==> src/rtl/instr_fetcher.sv <==
// instr_fetcher: PC + one-outstanding icache fetch + circular instruction queue; JAL redirect under FETCH_JAL_PREDICT_EN
module instr_fetcher #(
  parameter int          QUEUE_WIDTH = 3,
  parameter logic [31:0] RESET_PC    = 32'h0
) (
  input  logic        clk,
  input  logic        rst,
  input  logic        rdy,
  output logic        ic_req_valid,
  output logic [31:0] ic_req_addr,
  input  logic        ic_resp_valid,
  input  logic [31:0] ic_resp_data,
  output logic        instr_valid,
  output logic [31:0] instr_out,
  output logic [31:0] instr_addr_out,
  input  logic        instr_issued,
  input  logic        flush,
  input  logic [31:0] flush_pc
);
  localparam int DEPTH = 1 << QUEUE_WIDTH;
  localparam logic [1:0] S_IDLE = 2'd0, S_WAIT = 2'd1, S_DISCARD = 2'd2;
  logic [1:0]             r_state;
  logic [31:0]            r_pc;
  logic [QUEUE_WIDTH-1:0] r_head, r_tail;
  logic [QUEUE_WIDTH:0]   r_count;
  logic [31:0]            r_q_data [DEPTH];
  logic [31:0]            r_q_addr [DEPTH];
  logic                   w_push, w_pop, w_full;
  logic [31:0]            w_next_pc;
  assign w_full      = r_count[QUEUE_WIDTH];
  assign w_push      = !flush && r_state == S_WAIT && ic_resp_valid;
  assign w_pop       = !flush && instr_issued && r_count != '0;
  assign instr_valid = r_count != '0;
  assign instr_out      = instr_valid ? r_q_data[r_head] : '0;
  assign instr_addr_out = instr_valid ? r_q_addr[r_head] : '0;
`ifdef FETCH_JAL_PREDICT_EN
  logic [31:0] w_jal_tgt;
  assign w_jal_tgt = r_pc + {{11{ic_resp_data[31]}}, ic_resp_data[31], ic_resp_data[19:12],
                             ic_resp_data[20], ic_resp_data[30:21], 1'b0};
  assign w_next_pc = ic_resp_data[6:0] == 7'b1101111 ? w_jal_tgt : r_pc + 32'd4;
`else
  assign w_next_pc = r_pc + 32'd4;
`endif
  // queue storage: written at tail on every accepted response
  always_ff @(posedge clk)
    if (rdy && w_push) begin
      r_q_data[r_tail] <= ic_resp_data;
      r_q_addr[r_tail] <= r_pc;
    end
  // fetch FSM, pc and queue pointers; flush dominates everything
  always_ff @(posedge clk or posedge rst)
    if (rst) begin
      r_state      <= S_IDLE;
      r_pc         <= RESET_PC;
      r_head       <= '0;
      r_tail       <= '0;
      r_count      <= '0;
      ic_req_valid <= 1'b0;
      ic_req_addr  <= '0;
    end else if (rdy) begin
      ic_req_valid <= 1'b0;
      if (flush) begin
        r_pc    <= flush_pc;
        r_head  <= '0;
        r_tail  <= '0;
        r_count <= '0;
        r_state <= (r_state == S_IDLE || (r_state == S_WAIT && ic_resp_valid)) ? S_IDLE : S_DISCARD;
      end else begin
        if (w_pop) r_head <= r_head + QUEUE_WIDTH'(1);
        if (w_push) begin
          r_tail <= r_tail + QUEUE_WIDTH'(1);
          r_pc   <= w_next_pc;
        end
        r_count <= r_count + {{QUEUE_WIDTH{1'b0}}, w_push} - {{QUEUE_WIDTH{1'b0}}, w_pop};
        if (r_state == S_IDLE && !w_full) begin
          ic_req_valid <= 1'b1;
          ic_req_addr  <= r_pc;
          r_state      <= S_WAIT;
        end else if (r_state != S_IDLE && ic_resp_valid) r_state <= S_IDLE;
      end
    end
endmodule

==> config.mk <==
export PLATFORM = sky130hd
export DESIGN_NAME = instr_fetcher
export DESIGN_NICKNAME = d
export VERILOG_FILES = /design/src/rtl/instr_fetcher.sv
export SDC_FILE = /design/constraint.sdc
export NUM_CORES = 1
export LEC_CHECK = 0
export ABC_AREA = 1
export BUFFER_PORTS_ARGS = -buffer_cell sky130_fd_sc_hd__buf_2
export CAP_MARGIN = 20
export CORE_UTILIZATION = 60
export CTS_BUF_LIST = sky130_fd_sc_hd__clkbuf_4 sky130_fd_sc_hd__clkbuf_8 sky130_fd_sc_hd__clkbuf_16
export DETAILED_ROUTE_END_ITERATION = 10
export PLACE_DENSITY = 0.79
export SLEW_MARGIN = 5
export SYNTH_ARGS = -nofsm -noshare
export SYNTH_HDL_FRONTEND = slang
export SYNTH_SLANG_ARGS = --single-unit
==> constraint.sdc <==
create_clock -name clk -period 15.2 [get_ports clk]
set_input_delay 1.52 -clock clk [delete_from_list [all_inputs] [get_ports clk]]
set_output_delay 1.52 -clock clk [all_outputs]
set_load 0.1 [all_outputs]
==> Yosys cells after proc, flatten, opt, wreduce, memory -nomap -nowiden <==
Memory sizes are Yosys's and may differ from the RTL's.
Index checks and enable logic that the tools add are counted.
{ "totals": {"register_bits": 77, "latchBits": 0, "ram_bits": 512, "rom_bits": 0, "input_bits": 70, "output_inout_bits": 98, "word_cells": 54, "mem_count": 2} }
{ "mem_list": {"columns": ["memory", "depth", "word_bits", "rd", "rd_ports_with_merged_regs", "wr", "line", "source"], "rows": [
  ["r_q_addr", 8, 32, 1, 0, 1, "27", "logic [31:0] r_q_addr [DEPTH];"],
  ["r_q_data", 8, 32, 1, 0, 1, "26", "logic [31:0] r_q_data [DEPTH];"]
]} }
{ "op_classes": {"n_addsub": 5, "mul": 0, "div": 0, "order_cmp": 0, "n_eq_ne": 1, "shifts": 0, "n_mux": 17, "bitwise_logic": 1, "reduce_logical": 21} }
{ "op_table": {"columns": ["operator", "count"], "rows": [
  ["$mux 32", 4],
  ["$add 32x3->32 const B", 1],
  ["$mux 3", 4],
  ["$logic_and 1x1->1", 8],
  ["$mux 2", 4],
  ["$add 3x1->3 const B", 2],
  ["$reduce_and 2->1", 3],
  ["$reduce_bool 2->1", 3],
  ["$add 4x1->4", 1],
  ["$mux 1", 4],
  ["$mux 4", 1],
  ["$reduce_bool 4->1", 1],
  ["$sub 4x1->4", 1],
  ["$reduce_and 3->1", 1],
  ["$reduce_bool 3->1", 1],
  ["$eq 2x1->1 const B", 1],
  ["$logic_not 1->1", 2],
  ["$logic_not 2->1", 1],
  ["$logic_or 1x1->1", 1],
  ["$not 1->1", 1]
]} }

==> Longest topological paths before layout <==
Gate-level depths: netlist of the first run.
{ "depth": {"word_depth": 6, "depth_mapped": 14, "mapped_depth_nobuf": 12} }

==> Worst setup path after synthesis of the first run <==
No wires, ideal clock.
{ "synth_path": {"path_type": "input port to flip-flop", "start": "in flush", "end": "mem r_q_addr[0][0], enable pin", "setup_time_ps": 565, "t_arrival_ps": 6498, "required_ps": 14635, "slack_ps": 8138, "path_stages": 6, "path_buffers": 1, "cell_sequence": "buf_2 > inv_2 > nand2_1 > nor2_2 > nand2_1 > nor3_1"} }
{ "synth_via": {"elab_chain_len": 6} }
{ "synth_rtl": {"columns": ["element", "line", "source"], "rows": [
  ["start: declaration", "17", "input logic flush,"],
  ["$logic_not 1->1", "31", "assign w_push = !flush && r_state == S_WAIT && ic_resp_valid;"],
  ["$logic_and 1x1->1 (2 in a row)", "31", null],
  ["$logic_and 1x1->1", "46", "if (rdy && w_push) begin"],
  ["$mux 1", "46", null],
  ["$mux 1 (not written as such)", "48", "r_q_addr[r_tail] <= r_pc;"],
  ["end: declaration", "27", null]
]} }
Every way passes these cells.

==> Worst setup path after layout of the first run <==
{ "layout_path": {"start": "reg r_head[0]", "end": "out instr_addr_out[15]"} }
{ "layout_via": {"elab_chain_len": 2} }
{ "layout_rtl": {"columns": ["element", "line", "source"], "rows": [
  ["start: declaration", "24", "logic [QUEUE_WIDTH-1:0] r_head, r_tail;"],
  ["start signal: assignment", "69", "if (w_pop) r_head <= r_head + QUEUE_WIDTH'(1);"],
  ["$mem_v2 8x32", null, null],
  ["$mux 32", "35", "assign instr_addr_out = instr_valid ? r_q_addr[r_head] : '0;"],
  ["end: declaration", "15", "output logic [31:0] instr_addr_out,"]
]} }
Every way passes these cells.

==> impl_metrics.yaml, run 1 <==
outcome:
  outcome: "completed"
detailed_routing:
  routed_wl_um: 54800
  vias: 16305
  avgRoutedWirePerCell_um: 20.0
  dr.pass1.iters: 8
  first_iter_violations: 1434
  drt-vias-per-instance: 5.96
  drc: 0
  ant_nets: 0
timing:
  setup_viol: 0
  slew_headroom_pct: 28.1
  tns_ps: 0
  slew_violations: 0
  rsz0062_at_grt: "no"
  holdWs_ps: 479
  hold_violations: 0
  post-route-min-period_ps: 5650
  max_freq_mhz: 177
  min_period_over_period_pct: 37.2
  worst_clock_skew_ps: 18.5
  worstMarginPinSlew_ps: 1080
synthesis:
  synth_cell_types: 30
  yosys.area.top_type: "edfxtp_1"
  synth_area_leaders: "edfxtp_1 (64%), dfrtp_1 (8.0%), nor2_1 (7.1%)"
  synth_warnings: 0
  syn_area_um2: 24200
  netlist_instances: 2039
  synth_edf_count: 512
  yosys_most_used_dff: "edfxtp_1"
  ys_seq_elements: 589
  synth_nets: 2118
  async_flop_share_pct: 13.1
  synth_top_area_share_pct: 63.6
  seq_area_frac_synth_pct: 71.6
  syn_area_per_cell_um2: 11.9
grt:
  grt_max_degree: 105
  groute.usage.overall_pct: 26.9
  overflow: 0
  grt_pass1_vias: 15865
  grt_pass1_wl_um: 85500
  antenna_found_initial: 3
floorplan:
  rows: 73
  pin_count: 168
  start_util_pct: 60.9
  fp.dieH_um: 203
  die_w_um: 203
  die_area_um2: 41100
  core_um2: 39700
cts:
  hold_buffers: 0
  clock_latency_ps: 600
  cts_tree: "yes"
  root_buffer: "clkbuf_16"
  cts_max_level: 2
  clk_pin_slew_ps: 60
  cts_made_buffers: 56
  cts.sinks: 589
  cts_setup_buffers: 0
  cts_resized: 0
  clock_path_buffers: 3
critical_path:
  crit_arrival_ps: 4130
  crit_required_ps: 13680
  start_kind: "flip-flop"
  crit_fanout: 76
  rr_endpoint: "r_count[2]"
  r2r_slack_ps: 12390
  crit_type: "flip-flop to primary output"
  end_kind: "primary output"
  rr_startpoint: "r_count[3]"
  crit_start: "r_head[0]"
  r2r_cells: 12
  crit_end: "instr_addr_out[15]"
finish:
  area_growth_pct: 12.8
  fill_cells: 2757
  antenna_cells: 0
  drive_gt1_share_pct: 13.9
  layout.nets: 2246
power_and_ir_drop:
  power.leakage_uw: 0.00992
  power.density_nw_per_um2: 206
  irDropWorstVdd_uv: 186
place:
  dp_hpwl_um: 29700
  place.gp.congestion: 0.830
  io_buffers: 167
worst_hold_path:
  min_path_type: "flip-flop to flip-flop"
job:
  drv_cap: 0
-- how the worst min path moves through the flow --
stage / cells after the start / from / to / slack, ps
2_1_floorplan: 2 / r_state[0] / r_state[0] / 460
3_3_place_gp: 2 / ic_req_addr[20] / ic_req_addr[20] / 470
3_5_place_dp: 2 / ic_req_addr[6] / ic_req_addr[6] / 470
4_1_cts: 2 / ic_req_addr[6] / ic_req_addr[6] / 490
5_1_grt: 2 / ic_req_addr[6] / ic_req_addr[6] / 510
6_report: 2 / ic_req_addr[6] / ic_req_addr[6] / 480
-- state kept, by name (all words and copies together), names as in the netlist --
| signal | flops |
|---|---|
| ic_req_addr | 32 |
| r_tail | 3 |
| r_state | 2 |
| r_q_addr | 256 |
| ic_req_valid | 1 |
| r_count | 4 |
| r_pc | 32 |
| r_q_data | 256 |
| r_head | 3 |
-- cells in the mapped netlist (2+ instances only) --
master    instances
a22oi_1           4
nand2_1         180
inv_2             2
buf_4             3
o22ai_1          67
clkbuf_1         71
ha_1              8
o21ai_1         150
nand3_1          37
buf_2            23
edfxtp_1        512
mux2i_1          64
a21oi_1          27
o21ai_0         243
buf_1            12
dfrtp_1          77
nor2_1          458
nor3_1           10
buf_6            13
inv_1            68
-- cell families (layout without fill, tap and decap cells) --
logic type	after synthesis	count (layout)	synth area share (%)
simple gates	690	690	11.0
flops	589	589	71.6
fa+ha+maj	9	9	0.497
xor+xnor	1	1	0.0362
compound gates	492	492	10.6
buf+inv	193	366	3.61
mux	65	65	2.70
-- report_power, final --
group          internal [uW]  total, uW  leakage [uW]  switching, uW
Clock                    822       1400      0.000931            579
Combinational            400       2210       0.00344           1810
Sequential              1870       2000       0.00556            125
Total                   3100       5610       0.00992           2520
-- layout make-up --
| type | count | area [um^2] | area share, % |
|---|---|---|---|
| Clock buffer | 73 | 1550 | 5.70 |
| Sequential cell | 589 | 17300 | 63.4 |
| Multi-Input combinational cell | 1257 | 6070 | 22.2 |
| Clock inverter | 30 | 318 | 1.16 |
| Inverter | 70 | 269 | 0.986 |
| Tap cell | 525 | 657 | 2.41 |
| Timing Repair Buffer | 193 | 1110 | 4.07 |
-- critical path, cell delays in order (launching register included) --
cell	delay, ps
dfrtp_4	630
buf_4	690
buf_4	810
o21ai_0	210
o21ai_1	180
o21ai_1	70
nor2_1	390
buf_2	510
-- cells in the final DEF (no fill, tap or decap), types with 5 or more instances in the layout --
| master | instances |
|---|---|
| clkbuf_4 | 13 |
| buf_2 | 167 |
| ha_1 | 8 |
| clkinv_2 | 10 |
| nand3_1 | 35 |
| nand2_1 | 180 |
| o21ai_1 | 150 |
| dfrtp_1 | 74 |
| nor2_1 | 454 |
| o22ai_1 | 67 |
| inv_1 | 66 |
| bufinv_16 | 6 |
| clkinv_1 | 8 |
| edfxtp_1 | 512 |
| nor3_1 | 6 |
| a21oi_1 | 27 |
| clkbuf_16 | 56 |
| buf_4 | 22 |
| mux2i_1 | 64 |
| o21ai_0 | 243 |
| nor2_4 | 5 |
-- through the flow --
step	worst slack, ps	cells	total power [uW]	util, %	cell area (um^2)
5_1_grt	9330	2737	5830	68.7	27300
3_5_place_dp	10210	2630	4220	63.7	25300
6_report	9550	2737	5610	68.7	27300
2_1_floorplan	8140	2039	3810	-	24200
4_1_cts	9550	2733	5610	68.4	27200
3_3_place_gp	10160	2630	4180	63.7	25300
-- routing by layer --
metal	wire length (um)	GRT usage, %	vias to the layer above
li1	-	-	7469
met1	22800	37.6	7964
met2	26500	43.6	775
met3	4240	3.60	95
met4	1210	9.94	2
met5	11	0	-
Power figures use the tool's default switching activity.
==> inputs of run 2 (changes only) <==
--- a/config.mk
+++ b/config.mk
@@ -8,10 +8,10 @@
 export ABC_AREA = 1
 export BUFFER_PORTS_ARGS = -buffer_cell sky130_fd_sc_hd__buf_2
 export CAP_MARGIN = 20
-export CORE_UTILIZATION = 60
+export CORE_UTILIZATION = 54
 export CTS_BUF_LIST = sky130_fd_sc_hd__clkbuf_4 sky130_fd_sc_hd__clkbuf_8 sky130_fd_sc_hd__clkbuf_16
 export DETAILED_ROUTE_END_ITERATION = 10
-export PLACE_DENSITY = 0.79
+export PLACE_DENSITY = 0.75
 export SLEW_MARGIN = 5
 export SYNTH_ARGS = -nofsm -noshare
 export SYNTH_HDL_FRONTEND = slang
==> constraint.sdc (replaced) <==
create_clock -name clk -period 4.9 [get_ports clk]
set_input_delay 0.49 -clock clk [delete_from_list [all_inputs] [get_ports clk]]
set_output_delay 0.49 -clock clk [all_outputs]
set_load 0.1 [all_outputs]
==> impl_metrics.yaml, run 2 (synthesis results as in run 1) <==
finish:
  layout.cells.most_common: "edfxtp_1"
  drive_gt1_share_pct: 14.2
  final_cell_mix: "edfxtp_1 (512), nor2_1 (454), o21ai_0 (243), nand2_1 (180), buf_2 (167)"
  area_growth_pct: 13.7
  layout.nets: 2253
  final_cells: 2813
  largest_registers: "r_q_addr (256), r_q_data (256)"
place:
  dpl.cell_count: 2705
  io_buffers: 167
  dp_hpwl_um: 32300
  place.gp.congestion: 0.863
critical_path:
  crit_fanout: 69
  crit_type: "flip-flop to primary output"
  start_kind: "flip-flop"
  crit_required_ps: 4410
  crit_arrival_ps: 3520
  end_kind: "primary output"
  crit_start: "r_head[0]"
  rr_startpoint: "r_count[3]"
  r2r_slack_ps: 1660
power_and_ir_drop:
  p_total_uw: 17600
  power.density_nw_per_um2: 639
  sw_frac_of_total_pct: 44.9
  intPower_uw: 9690
  combPwrFrac_pct: 39.0
  clkPwrFrac_pct: 25.4
  power.leakage_uw: 0.00999
  p_sw_uw: 7880
  irDropWorstVdd_uv: 731
  seqPwrFrac_pct: 35.6
timing:
  holdWs_ps: 101
  worstMarginPinSlew_ps: 1070
  setup_viol: 0
  slew_violations: 0
  hold_violations: 0
  slew_headroom_pct: 28.9
  worst_clock_skew_ps: 16.5
  min_period_over_period_pct: 81.9
  rsz0062_at_grt: "no"
  post-route-min-period_ps: 4010
  max_freq_mhz: 249
grt:
  grt_max_degree: 105
  groute.usage.overall_pct: 24.2
  overflow: 0
  grt_pass1_vias: 15473
  grt_pass1_wl_um: 84000
  antenna_found_initial: 2
detailed_routing:
  vias: 16100
  first_iter_violations: 1697
  drt-vias-per-instance: 5.72
  drc: 0
  routed_wl_um: 55100
  avgRoutedWirePerCell_um: 19.6
  dr.pass1.iters: 5
  ant_nets: 0
cts:
  cts_resized: 0
  hold_buffers: 1
  cts_setup_buffers: 0
  root_buffer: "clkbuf_16"
  cts.sinks: 589
  clock_latency_ps: 610
  cts_max_level: 2
  clock_path_buffers: 3
  cts_made_buffers: 57
  cts_tree: "yes"
  clk_pin_slew_ps: 60
outcome:
  outcome: "completed"
worst_hold_path:
  min_path_type: "input port to flip-flop"
  hold_path_startpoint: "flush_pc[1]"
job:
  drv_cap: 0
floorplan:
  pin_count: 168
  core_um2: 44200
  die_area_um2: 45600
  start_util_pct: 54.7
  rows: 77
  fp.dieH_um: 214
  die_w_um: 214
## run 2: cell type report
type / instances / area, um^2
clock inverters: 27 / 302
clock buffers: 77 / 1620
well taps: 592 / 741
repair buffers: 199 / 1190
multi-input cells: 1257 / 6070
flip-flops and latches: 589 / 17300
inverters: 70 / 269
fillers: 3295 / 16700
diodes: 2 / 5.00
## run 2: power by group through the flow
| stage | combinational, uW | sequential [uW] | clock, uW |
|---|---|---|---|
| floorplan | 4820 | 6990 | 0 |
| CTS | 6840 | 6250 | 4520 |
| global placement | 6730 | 6330 | 0 |
| detailed placement | 6800 | 6350 | 0 |
| finish | 6850 | 6260 | 4470 |
| global route | 7260 | 6300 | 4700 |
## run 2: metrics by stage
step	setup TNS [ps]	cell area (um^2)	util, %	setup WS, ps
6_report	0	27500	62.2	889
5_1_grt	0	27500	62.2	705
4_1_cts	0	27500	62.1	907
3_5_place_dp	0	25500	57.7	1400
3_3_place_gp	0	25500	57.7	1510
2_1_floorplan	-288090	24200	-	-1130
## run 2: path summary, 6_finish.rpt
kind / end / depth (start not counted)
min: r_pc[1] / 3
max: instr_out[7] / 7
max reg2reg: r_count[2] / 11
max in group asynchronous: r_head[0] / 4
min reg2reg: ic_req_addr[18] / 2
min in group asynchronous: ic_req_addr[0] / 3
## run 2: worst max-delay path, stage by stage, from the launching register on
cell     delay [ps]
dfrtp_4         730
inv_6           580
buf_12          360
o21ai_0         160
o21ai_1         110
o21ai_0         120
nor2_1          260
buf_2           470
## run 2: per-layer routing
layer | global-route usage (%) | vias to the layer above | share of wire, % | wire length (um)
li1 | - | 7498 | - | -
met1 | 33.9 | 7844 | 43 | 23500
met2 | 38.4 | 661 | 47 | 25900
met3 | 4.54 | 97 | 7.8 | 4310
met4 | 7.76 | 0 | 2.6 | 1430
met5 | 0 | - | 0 | 0
==> inputs of run 3 (changes only) <==
--- a/config.mk
+++ b/config.mk
@@ -5,13 +5,13 @@
 export SDC_FILE = /design/constraint.sdc
 export NUM_CORES = 1
 export LEC_CHECK = 0
-export ABC_AREA = 1
+export ABC_AREA = 0
 export BUFFER_PORTS_ARGS = -buffer_cell sky130_fd_sc_hd__buf_2
 export CAP_MARGIN = 20
-export CORE_UTILIZATION = 54
+export CORE_UTILIZATION = 60
 export CTS_BUF_LIST = sky130_fd_sc_hd__clkbuf_4 sky130_fd_sc_hd__clkbuf_8 sky130_fd_sc_hd__clkbuf_16
 export DETAILED_ROUTE_END_ITERATION = 10
-export PLACE_DENSITY = 0.75
+export PLACE_DENSITY = 0.79
 export SLEW_MARGIN = 5
 export SYNTH_ARGS = -nofsm -noshare
 export SYNTH_HDL_FRONTEND = slang
==> constraint.sdc (replaced) <==
create_clock -name clk -period 3.95 [get_ports clk]
set_input_delay 0.395 -clock clk [delete_from_list [all_inputs] [get_ports clk]]
set_output_delay 0.395 -clock clk [all_outputs]
set_load 0.1 [all_outputs]
==> impl_metrics.yaml, run 3 <==
synthesis:
  syn_area_um2: 23300
  seq_area_frac_synth_pct: 74.4
  synth_cell_types: 59
  synth_nets: 1288
  netlist_instances: 1209
  ys_seq_elements: 589
  synth_top_area_share_pct: 66.1
  async_flop_share_pct: 13.1
  synth_common_cells: "edfxtp_1 (512), mux4_2 (128), nor2_1 (96)"
  synth_area_leaders: "edfxtp_1 (66%), mux4_2 (12%), dfrtp_1 (8.3%)"
  synth_most_common_cell: "edfxtp_1"
  yosys_most_used_dff: "edfxtp_1"
  syn_area_per_cell_um2: 19.2
  yosys.area.top_type: "edfxtp_1"
  synth_edf_count: 512
  synth_warnings: 0
place:
  io_buffers: 167
  dp_hpwl_um: 27800
  place_area_um2: 25000
  dpl.cell_count: 1850
  place.gp.congestion: 0.891
  dp_worst_setup_slack_ps: 761
power_and_ir_drop:
  power.density_nw_per_um2: 762
  intPower_uw: 11900
  irDropWorstVdd_uv: 1000
  p_sw_uw: 8550
  combPwrFrac_pct: 36.7
  sw_frac_of_total_pct: 41.9
  power.leakage_uw: 0.00898
  clkPwrFrac_pct: 26.1
  seqPwrFrac_pct: 37.3
floorplan:
  die_area_um2: 39600
  fp.dieH_um: 199
  rows: 71
  pin_count: 168
  start_util_pct: 61.3
  core_um2: 37900
  die_w_um: 199
detailed_routing:
  avgRoutedWirePerCell_um: 26.0
  drc: 0
  first_iter_violations: 1159
  vias: 12365
  routed_wl_um: 51000
  drt-vias-per-instance: 6.31
  dr.pass1.iters: 5
  ant_nets: 0
critical_path:
  r2r_cells: 5
  crit_slowest_cell: "dfrtp_4"
  start_kind: "flip-flop"
  crit_arrival_ps: 3060
  crit_family: "flip-flops"
  crit_required_ps: 3560
  critPathBufInv: 2
  crit_fanout: 28
  end_kind: "primary output"
  crit_type: "flip-flop to primary output"
  path_cells: "buf_4 -> mux4_2 -> mux2i_1 -> nor2_1 -> buf_2"
  slowest_delay_ps: 800
  cp.depth: 5
cts:
  clk_pin_slew_ps: 60
  cts_made_buffers: 57
  cts_resized: 0
  cts.sinks: 589
  root_buffer: "clkbuf_16"
  cts_max_level: 2
  clock_path_buffers: 3
  cts_tree: "yes"
  clock_latency_ps: 610
timing:
  hold_violations: 0
  tns_ps: 0
  setup_slack_ps: 498
  max_freq_mhz: 290
  post-route-min-period_ps: 3450
  worstMarginPinSlew_ps: 954
  setup_viol: 0
  slew_violations: 0
  worst_clock_skew_ps: 24.9
  min_period_over_period_pct: 87.4
  rsz0062_at_grt: "no"
  slew_headroom_pct: 36.1
finish:
  area_growth_pct: 15.3
  layout.cells.most_common: "edfxtp_1"
  largest_registers: "r_q_addr (256), r_q_data (256)"
  layout.nets: 1480
  drive_gt1_share_pct: 31.9
  final_cells: 1961
  final_cell_mix: "edfxtp_1 (512), buf_2 (167), mux4_2 (128), nor2_1 (94), dfrtp_1 (74)"
  postLayoutCellArea_um2: 26800
  fill_cells: 2281
worst_hold_path:
  min_path_type: "input port to flip-flop"
  min_path_cells: 3
grt:
  grt_pass1_vias: 12339
  overflow: 0
  grt_pass1_wl_um: 76500
  grt_max_degree: 66
  groute.usage.overall_pct: 26.7
  antenna_found_initial: 1
job:
  drv_cap: 0
outcome:
  outcome: "completed"
[run 3: changes by cell type after synthesis, sizes merged, moves of 57 or more]
cell | previous run | this run
o21ai | 393 | 28
nor2 | 460 | 96
nand2 | 180 | 40
mux4 | 0 | 128
o22ai | 67 | 9
inv | 70 | 13
[run 3: final timing paths]
path	start	to	slack, ps
worst max-delay path	r_head[0]	instr_addr_out[13]	500
min in group asynchronous	rst	ic_req_addr[13]	540
worst min register to register	ic_req_addr[30]	ic_req_addr[30]	490
worst max register to register	r_state[1]	r_q_addr[6][29]	990
max in group asynchronous	rst	ic_req_addr[25]	2500
worst min-delay path	flush_pc[0]	r_pc[0]	30
[run 3: area by class of cell]
type,instances,area (um^2),share of cell area [%]
clock buffer,66,1490,5.57
inverter,14,53.8,0.201
clock inverter,40,340,1.27
tap,511,639,2.38
timing repair buffer,202,1270,4.72
multi-input combinational,537,5720,21.3
sequential,589,17300,64.5
antenna,2,5.00,0.0187
[run 3: power groups by stage]
stage	Clock (uW)	Combinational, uW	Sequential [uW]
final	5330	7490	7620
after global routing	5600	7800	7670
after CTS	5390	7550	7620
after detailed placement	0	7490	7740
after global placement	0	7440	7720
after floorplan	0	5170	8660
[run 3: routing by layer]
metal / vias to the layer above / global-route usage (%) / part of all wire, %
li1: 5276 / - / -
met5: - / 0 / 0
met3: 72 / 3.54 / 6.7
met2: 592 / 43.9 / 50
met1: 6425 / 38.4 / 41
met4: 0 / 7.18 / 2.0
[run 3: cells by family (layout without fill, tap and decap cells)]
group / count (synthesis) / in the layout / share of synthesized area (%)
AND/OR/NAND/NOR: 206 / 206 / 4.24
multiplexers: 225 / 225 / 16.7
other: 0 / 2 / 0
buffers and inverters: 83 / 322 / 1.45
AO/OA/AOI/OAI: 94 / 94 / 2.57
flip-flops: 589 / 589 / 74.4
XOR/XNOR: 3 / 3 / 0.113
adder cells (fa/ha/maj): 9 / 9 / 0.516
[run 3: worst register-to-register path: stages, from the launching register on]
cell and delay, ps:
dfrtp_1 400, and3b_1 370, and2_1 470, nand2_1 350, nor3b_4 630, buf_4 410
[run 3: timing repair]
| action | in CTS | in global routing |
|---|---|---|
| hold buffers | 2 | 0 |
| hold endpoints to repair | 15 | 0 |
| setup buffers | 0 | 0 |
| setup endpoints to repair | 0 | 0 |
[run 3: per-stage QoR]
stage | total power (uW) | util [%] | hold slack (ps)
after floorplan | 13800 | - | 470
after global placement | 15200 | 65.8 | 464
after detailed placement | 15200 | 65.8 | 471
after CTS | 20600 | 70.7 | 1.39
after global routing | 21100 | 70.7 | 38.6
final | 20400 | 70.7 | 30.0
